File: config.mk
export PLATFORM = sky130hd
export DESIGN_NAME = alu_exec_stage
export DESIGN_NICKNAME = d
export VERILOG_FILES = /design/src/rtl/alu_exec_stage.sv
export SDC_FILE = /design/constraint.sdc
export NUM_CORES = 1
export LEC_CHECK = 0
export ABC_AREA = 1
export CORE_MARGIN = 4
export CORE_UTILIZATION = 43
export CTS_CLUSTER_DIAMETER = 120
export CTS_CLUSTER_SIZE = 25
export DETAILED_ROUTE_END_ITERATION = 12
export GPL_ROUTABILITY_DRIVEN = 0
export PLACE_DENSITY_LB_ADDON = 0.12
export SYNTH_ARGS = -nofsm -noshare
export SYNTH_HDL_FRONTEND = slang
export SYNTH_SLANG_ARGS = --single-unit
File: constraint.sdc
create_clock -name clk -period 8.7 [get_ports clk]
set_input_delay 1.74 -clock clk [delete_from_list [all_inputs] [get_ports clk]]
set_output_delay 1.74 -clock clk [all_outputs]
set_load 0.005 [all_outputs]
File: src/rtl/alu_exec_stage.sv
// ---------------------------------------------------------------------------
// alu_exec_stage
//
// Registered execute stage that sits directly after alu_control. It takes the
// 4-bit ALUControl code and two operands, computes the ALU result and the zero
// flag, and presents them on a valid/ready output. The latency is one cycle and
// the stage accepts one op per cycle. A two-entry store (OUT + SKID) absorbs
// backpressure, so in_ready never depends combinationally on out_ready.
//
// Optional feature macro: ALU_EXT_OPS_EN
//   When defined, the stage also supports XOR, SLL, SRL, SRA, SLT and SLTU.
//   When undefined, those codes are handled like any other unsupported code.
//
// Handshake semantics (both sides):
//   A transfer happens on a rising clock edge where valid & ready are both 1.
//   The producer may change or drop its payload in any cycle without a
//   transfer; this block does not require inputs to be held. While out_valid
//   is 1 and out_ready is 0, result/zero/op_err remain stable.
//
// Parameters:
//   XLEN        operand/result width (default 64)
//
// Ports:
//   clk         clock, rising edge
//   reset       asynchronous, active-high reset
//   in_valid    operands + ALUControl are valid this cycle
//   in_ready    stage can accept (registered: low only when both entries full)
//   ALUControl  op code from alu_control
//   op_a        operand A (rs1)
//   op_b        operand B (rs2 or sign-extended immediate)
//   out_valid   result/zero/op_err are valid
//   out_ready   consumer accepts the output
//   result      ALU result
//   zero        result == 0, captured together with the result
//   op_err      ALUControl code is unsupported in this build
//   fsm_state   debug view of the occupancy state (0 EMPTY, 1 ONE, 2 FULL)
// ---------------------------------------------------------------------------
module alu_exec_stage #(
    parameter int XLEN = 64
) (
    input  logic            clk,
    input  logic            reset,
    input  logic            in_valid,
    output logic            in_ready,
    input  logic [3:0]      ALUControl,
    input  logic [XLEN-1:0] op_a,
    input  logic [XLEN-1:0] op_b,
    output logic            out_valid,
    input  logic            out_ready,
    output logic [XLEN-1:0] result,
    output logic            zero,
    output logic            op_err,
    output logic [1:0]      fsm_state
);

    localparam int SHW = $clog2(XLEN);

    typedef enum logic [1:0] {
        EMPTY = 2'd0,
        ONE   = 2'd1,
        FULL  = 2'd2
    } occ_e;

    occ_e state;
    occ_e state_next;

    // OUT entry drives the outputs directly; SKID holds the next op in line.
    logic [XLEN-1:0] out_result;
    logic            out_zero;
    logic            out_err;
    logic [XLEN-1:0] skid_result;
    logic            skid_zero;
    logic            skid_err;

    // Combinational ALU on the incoming operands.
    logic [XLEN-1:0] calc_result;
    logic            calc_zero;
    logic            calc_err;

    logic accept;
    logic drain;
    logic load_out_in;
    logic load_out_skid;
    logic load_skid_in;

    // in_ready is a pure decode of the registered state.
    assign in_ready  = (state != FULL);
    assign out_valid = (state != EMPTY);
    assign accept    = in_valid & in_ready;
    assign drain     = out_valid & out_ready;

    assign result    = out_result;
    assign zero      = out_zero;
    assign op_err    = out_err;
    assign fsm_state = state;

    // ------------------------------------------------------------------
    // ALU
    // ------------------------------------------------------------------
    always_comb begin
        calc_result = '0;
        calc_err    = 1'b0;
        case (ALUControl)
            4'b0000: calc_result = op_a + op_b;
            4'b1000: calc_result = op_a - op_b;
            4'b0111: calc_result = op_a & op_b;
            4'b0110: calc_result = op_a | op_b;
`ifdef ALU_EXT_OPS_EN
            4'b0100: calc_result = op_a ^ op_b;
            4'b0001: calc_result = op_a << op_b[SHW-1:0];
            4'b0101: calc_result = op_a >> op_b[SHW-1:0];
            4'b1101: calc_result = $unsigned($signed(op_a) >>> op_b[SHW-1:0]);
            4'b0010: calc_result = {{(XLEN-1){1'b0}}, ($signed(op_a) < $signed(op_b))};
            4'b0011: calc_result = {{(XLEN-1){1'b0}}, (op_a < op_b)};
`endif
            default: begin
                // Unsupported codes still transfer normally, flagged by op_err.
                calc_result = '0;
                calc_err    = 1'b1;
            end
        endcase
    end

    // Zero is derived from the XLEN-bit result at capture time and stored.
    assign calc_zero = (calc_result == '0);

`ifndef ALU_EXT_OPS_EN
    // The shift-amount width is only consumed by the extended ops.
    logic unused_shw;
    assign unused_shw = (SHW == 0);
`endif

    // ------------------------------------------------------------------
    // Occupancy FSM
    // ------------------------------------------------------------------
    always_ff @(posedge clk or posedge reset) begin
        if (reset) begin
            state <= EMPTY;
        end else begin
            state <= state_next;
        end
    end

    always_comb begin
        state_next    = state;
        load_out_in   = 1'b0;
        load_out_skid = 1'b0;
        load_skid_in  = 1'b0;
        case (state)
            EMPTY: begin
                if (accept) begin
                    load_out_in = 1'b1;
                    state_next  = ONE;
                end
            end
            ONE: begin
                if (accept && drain) begin
                    load_out_in = 1'b1;
                end else if (accept) begin
                    load_skid_in = 1'b1;
                    state_next   = FULL;
                end else if (drain) begin
                    state_next = EMPTY;
                end
            end
            FULL: begin
                // accept is impossible here because in_ready is low.
                if (drain) begin
                    load_out_skid = 1'b1;
                    state_next    = ONE;
                end
            end
            default: begin
                state_next = EMPTY;
            end
        endcase
    end

    // ------------------------------------------------------------------
    // Storage
    // ------------------------------------------------------------------
    always_ff @(posedge clk or posedge reset) begin
        if (reset) begin
            out_result <= '0;
            out_zero   <= 1'b0;
            out_err    <= 1'b0;
        end else if (load_out_in) begin
            out_result <= calc_result;
            out_zero   <= calc_zero;
            out_err    <= calc_err;
        end else if (load_out_skid) begin
            out_result <= skid_result;
            out_zero   <= skid_zero;
            out_err    <= skid_err;
        end
    end

    always_ff @(posedge clk or posedge reset) begin
        if (reset) begin
            skid_result <= '0;
            skid_zero   <= 1'b0;
            skid_err    <= 1'b0;
        end else if (load_skid_in) begin
            skid_result <= calc_result;
            skid_zero   <= calc_zero;
            skid_err    <= calc_err;
        end
    end

endmodule

[Word level (Yosys, flattened, before mapping)]
Index checks and enable logic that the tools add are counted.
Storage, ports and cells
  word-level logic and storage cells: 52
  register bits: 134
Cells by class
  eq/ne operators: 10
  bitwise operators: 4
  $add $sub $neg: 2
  muxes and demuxes: 21
  reductions and logical operators: 8
Operators with widths (count)
  $pmux W64 S4: 1
  $mux W64: 2
  $add A64 B64 Y64: 1
  $and A64 B64 Y64: 1
  $logic_not A64 Y1: 1
  $or A64 B64 Y64: 1
  $sub A64 B64 Y64: 1
  $mux W1: 11
  $mux W2: 5
  $eq A4 B3 Y1 const B: 2
  $ne A2 B2 Y1 const B: 4
  $pmux W2 S3: 1
  $eq A4 B4 Y1 const B: 1
  $logic_not A4 Y1: 1
  $reduce_and A4 Y1: 1
  $reduce_bool A2 Y1: 2
  $reduce_or A4 Y1: 1
  $ne A3 B3 Y1 const B: 1
  $and A1 B1 Y1: 2
  $eq A2 B1 Y1 const B: 1
  $eq A2 B2 Y1 const B: 1
  $logic_not A2 Y1: 1
  $pmux W1 S2: 1
  $logic_and A1 B1 Y1: 1

[Longest topological paths before layout]
  depth after elaboration: 6
  mapped depth: 36
  depth with buffers taken out: 36

[Least setup slack after synthesis]
No wires, ideal clock.
  path type: input to register
  start: in op_b[1]
  end: reg out_zero (netlist: zero)
  buffers on the path: 0
  cell stages on the path: 31
  slack: 3.552 ns
  data arrival time: 5.071 ns
  setup time: 0.078 ns
  cell sequence: inv_1 > ha_1 > nor3b_2 > nand2_1 > nor2_1 > nand4_1 > nor4_1 > nand4_1 > nor3_1 > nand2_1 > nand2_1 > o21ai_0 > xnor2_1 > ha_1 > nand2_2 > nor2_1 > and2_4 > nand2_1 > nor2_1 > nand2_1 > nand3_1 > nand2_1 > nand3_1 > nand2_1 > inv_2 > nand2_1 > nor2_1 > nand2_1 > nor2_1 > nand4_1 > a21oi_1
Between the ends
  longest elaborated chain between the ends: 4
RTL lines
  start: declaration: line 47  | input logic [XLEN-1:0] op_b,
  $sub A64 B64 Y64 (tied with other cells): line 105  | 4'b1000: calc_result = op_a - op_b;
  $pmux W64 S4 *: line 103  | case (ALUControl)
  $logic_not A64 Y1 *: line 125  | assign calc_zero = (calc_result == '0);
  $mux W1 *: line 187  | end else if (load_out_in) begin
  end signal: assignment: line 189  | out_zero <= calc_zero;
  end signal: assignment: line 193  | out_zero <= skid_zero;
  end: declaration: line 69  | logic out_zero;
Mark *: on every way between the ends. The rest lies on a longest branch, timed or not.
A chain may end at the register's enable or synchronous reset.

[Worst setup path after layout]
  start: in op_b[0]
  end: reg out_zero (netlist: zero)
Same word-level chain as after synthesis.

==> key figures <==
Outcome
  – Status: completed

Die
  – Die Wd: 195 um
  – CORE AREA: 34600 um^2
  – Rows: 68
  – Initial Util: 0.436
  – DIE AREA: 38200 um^2
  – Chip Height: 195 um
  – Top Ports: 206

Clocking
  – Setup Buffers After CTS: 0
  – CTS Sinks: 134
  – Clk buf depth: 2
  – Hold Buf Count CTS: 0
  – Clk_lat worst skew: 0.41 ns
  – Clk slew on worst S/H paths: 0.05 ns
  – Resized cells post-CTS: 0
  – H-tree depth: 4
  – Clk Tree Root Cell: clkbuf_16
  – CTS tree: built
  – TritonCTS buffer count: 17

Global route
  – Vias in the first global route: 16400
  – Total GRT Usage: 0.312
  – Total grt overflow: 0
  – Initial antenna violation count: 6
  – Largest net degree at the start of global routing: 77
  – First-pass GRT wire length: 93.6 mm

Logic synthesis
  – Yosys warns: 0
  – Syn Nets: 2876
  – Share of synthesized flip-flops with an asynchronous set or reset: 1.00
  – Mapped Cells: 2673
  – Unique cell type count in the Yosys netlist: 47
  – Mapped Area: 15100 um^2
  – Post-synth EDFFs: 0
  – Avg Synthesized Cell Area: 5.65 um^2
  – Post-synthesis sequential area ratio: 0.222
  – Top FF cell, synth: dfrtp_1
  – Yosys reg bits: 134

Worst setup path
  – Worst path slowest cell: ha_1
  – Most used cell, CP: nand2_1
  – Startpoint Class: input port
  – Worst-path fanout max: 5
  – Element type at the critical path end: register
  – CP required: 9.04 ns
  – Setup CP Type: input port to register
  – Largest stage delay, worst path: 0.48 ns
  – CP Data Arrival Time: 7.34 ns
  – FF-to-FF path depth: 11

STA
  – F_max: 143 MHz
  – Worst-margin pin slew: 1.04 ns
  – Final hold viol count: 0
  – Clock skew: 0.00463 ns
  – Crit path time final: 7.00 ns
  – Crit share post-route: 0.805
  – Max_slew headroom: 0.307
  – Slew Limit Fails: 0
  – Setup TNS: 0 ns
  – # setup viols final: 0
  – Worst Setup Slack, final: 1.70 ns
  – RSZ-0062 raised after global routing: no

Placed design
  – I/O Buffers: 205
  – Place WS: 1.57 ns
  – HPWL Detailed: 50.5 mm
  – DP Cell Count: 3283

Route
  – Remaining DRCs: 0
  – Drt pass-1 iters: 6
  – Via count: 18100
  – Vias/cell: 5.45
  – Routed len/inst: 18.8 um
  – Routed Antenna Nets: 0
  – DRT iter0 DRCs: 2216
  – Final WL: 62.4 mm

Power and ir drop
  – Power density over the cells: 149 nW/um^2
  – Pleak: 9.48 nW
  – Worst vdd ir: 0.156 mV

Cells and area
  – # nets final: 3050
  – Final core utilization: 0.526
  – Area Overhead vs Synth: 20.5%
  – Fillers: 3684
  – Final cell count without fillers: 3321
  – Share of layout cells above drive strength 1: 0.0437

Worst hold path
  – Worst min path class: register to register
  – WHS Path Cells: 2

Flow run
  – Max-cap violations: 0
-- power breakdown --
part | total, W | internal [W] | switching (W)
clock network | 0.000677 | 0.000420 | 0.000257
logic | 0.00117 | 0.000465 | 0.000705
registers | 0.000864 | 0.000774 | 0.0000905
-- per-layer routing --
| metal | GRT usage | vias to the layer above | routed length, um |
|---|---|---|---|
| met1 | 0.437 | 8259 | 26400 |
| met5 | 0 | - | 0 |
| li1 | - | 8731 | - |
| met2 | 0.471 | 941 | 26200 |
| met4 | 0.121 | 0 | 2660 |
| met3 | 0.0680 | 161 | 7120 |
-- layout by cell type, fill, tap and decap left out, types with 7 or more instances in the layout --
| master | instances |
|---|---|
| xor2_1 | 32 |
| ha_1 | 66 |
| clkbuf_16 | 17 |
| o211ai_1 | 25 |
| nor4_1 | 16 |
| a31oi_1 | 55 |
| clkdlybuf4s50_1 | 205 |
| inv_1 | 454 |
| inv_2 | 8 |
| o311ai_0 | 7 |
| dfrtp_1 | 134 |
| nor2_4 | 8 |
| nor2_2 | 25 |
| a21oi_1 | 107 |
| nand2_1 | 886 |
| nor2_1 | 357 |
| nand2_2 | 21 |
| nand3_1 | 122 |
| buf_4 | 13 |
| nand3b_1 | 12 |
| nand4_1 | 23 |
| nor3_1 | 19 |
| xnor2_1 | 30 |
| o21ai_0 | 138 |
| nand3_2 | 10 |
-- stage by stage --
stage / area [um^2] / hold slack (ns) / power (W)
after floorplan: 15100 / 0.449 / 0.00151
after global placement: 17600 / 0.466 / 0.00200
after detailed placement: 17600 / 0.469 / 0.00202
after CTS: 18200 / 0.487 / 0.00270
after global routing: 18200 / 0.504 / 0.00289
final: 18200 / 0.483 / 0.00271
-- logic make-up (layout without fill, tap and decap cells) --
group                      count (synthesis)  count (layout)  share of synthesized area
adders and majority gates                 71              71                     0.0587
AOI/OAI and AO/OA                        364             364                      0.136
DFF                                      134             134                      0.222
xor gates and xnor gates                  62              62                     0.0360
other                                      0               6                          0
buffers and inverters                    528             715                      0.132
and+or+nand+nor                         1514            1514                      0.416
-- synth_stat cells, types with 5 or more instances --
library cell	count	area (um^2)
nand2_1	886	3330
inv_1	455	1710
nor2_1	360	1350
o21ai_0	138	691
dfrtp_1	134	3350
nand3_1	122	611
a21oi_1	107	536
ha_1	66	826
clkbuf_1	57	214
a31oi_1	55	344
xor2_1	32	280
xnor2_1	30	263
nor2_2	26	163
o211ai_1	25	188
nand4_1	23	144
nand2_2	21	131
nor3_1	19	95.1
nor4_1	16	100
nand3b_1	12	90.1
nand3_2	10	100
inv_2	8	30.0
o311ai_0	7	61.3
a22oi_1	5	37.5
and2_1	5	31.3
o21ai_1	5	25.0
o21bai_1	5	37.5
o221ai_1	5	43.8
-- cell type report --
class	count	area (um^2)	area share
antenna	6	15.0	0.000825
clock buffer	23	488	0.0268
clock inverter	9	75.1	0.00413
inverter	465	1750	0.0962
multi-input combinational	2011	9800	0.538
sequential	134	3350	0.184
tap	455	569	0.0313
timing repair buffer	218	2150	0.118
-- registers in the layout, summed over array words and instances (netlist names) --
| name | cells |
|---|---|
| skid_err | 1 |
| result | 64 |
| skid_zero | 1 |
| zero | 1 |
| fsm_state | 2 |
| skid_result | 64 |
| op_err | 1 |
-- critical path: cells and delay by family --
family | cells | cell delay (ns)
buffers and inverters | 4 | 0.81
and+or+nand+nor | 24 | 3.66
adders and majority gates | 2 | 0.66
AOI/OAI and AO/OA | 2 | 0.30
xor gates and xnor gates | 1 | 0.16
-- final timing paths --
kind | endpoint | slack (ns) | from
max | zero | 1.70 | op_b[0]
min | result[62] | 0.48 | result[62]
max reg2reg | result[35] | 5.93 | fsm_state[1]
min reg2reg | result[62] | 0.48 | result[62]
max in group asynchronous | skid_result[6] | 5.57 | reset
min in group asynchronous | fsm_state[1] | 1.77 | reset
Power figures use the tool's default switching activity.
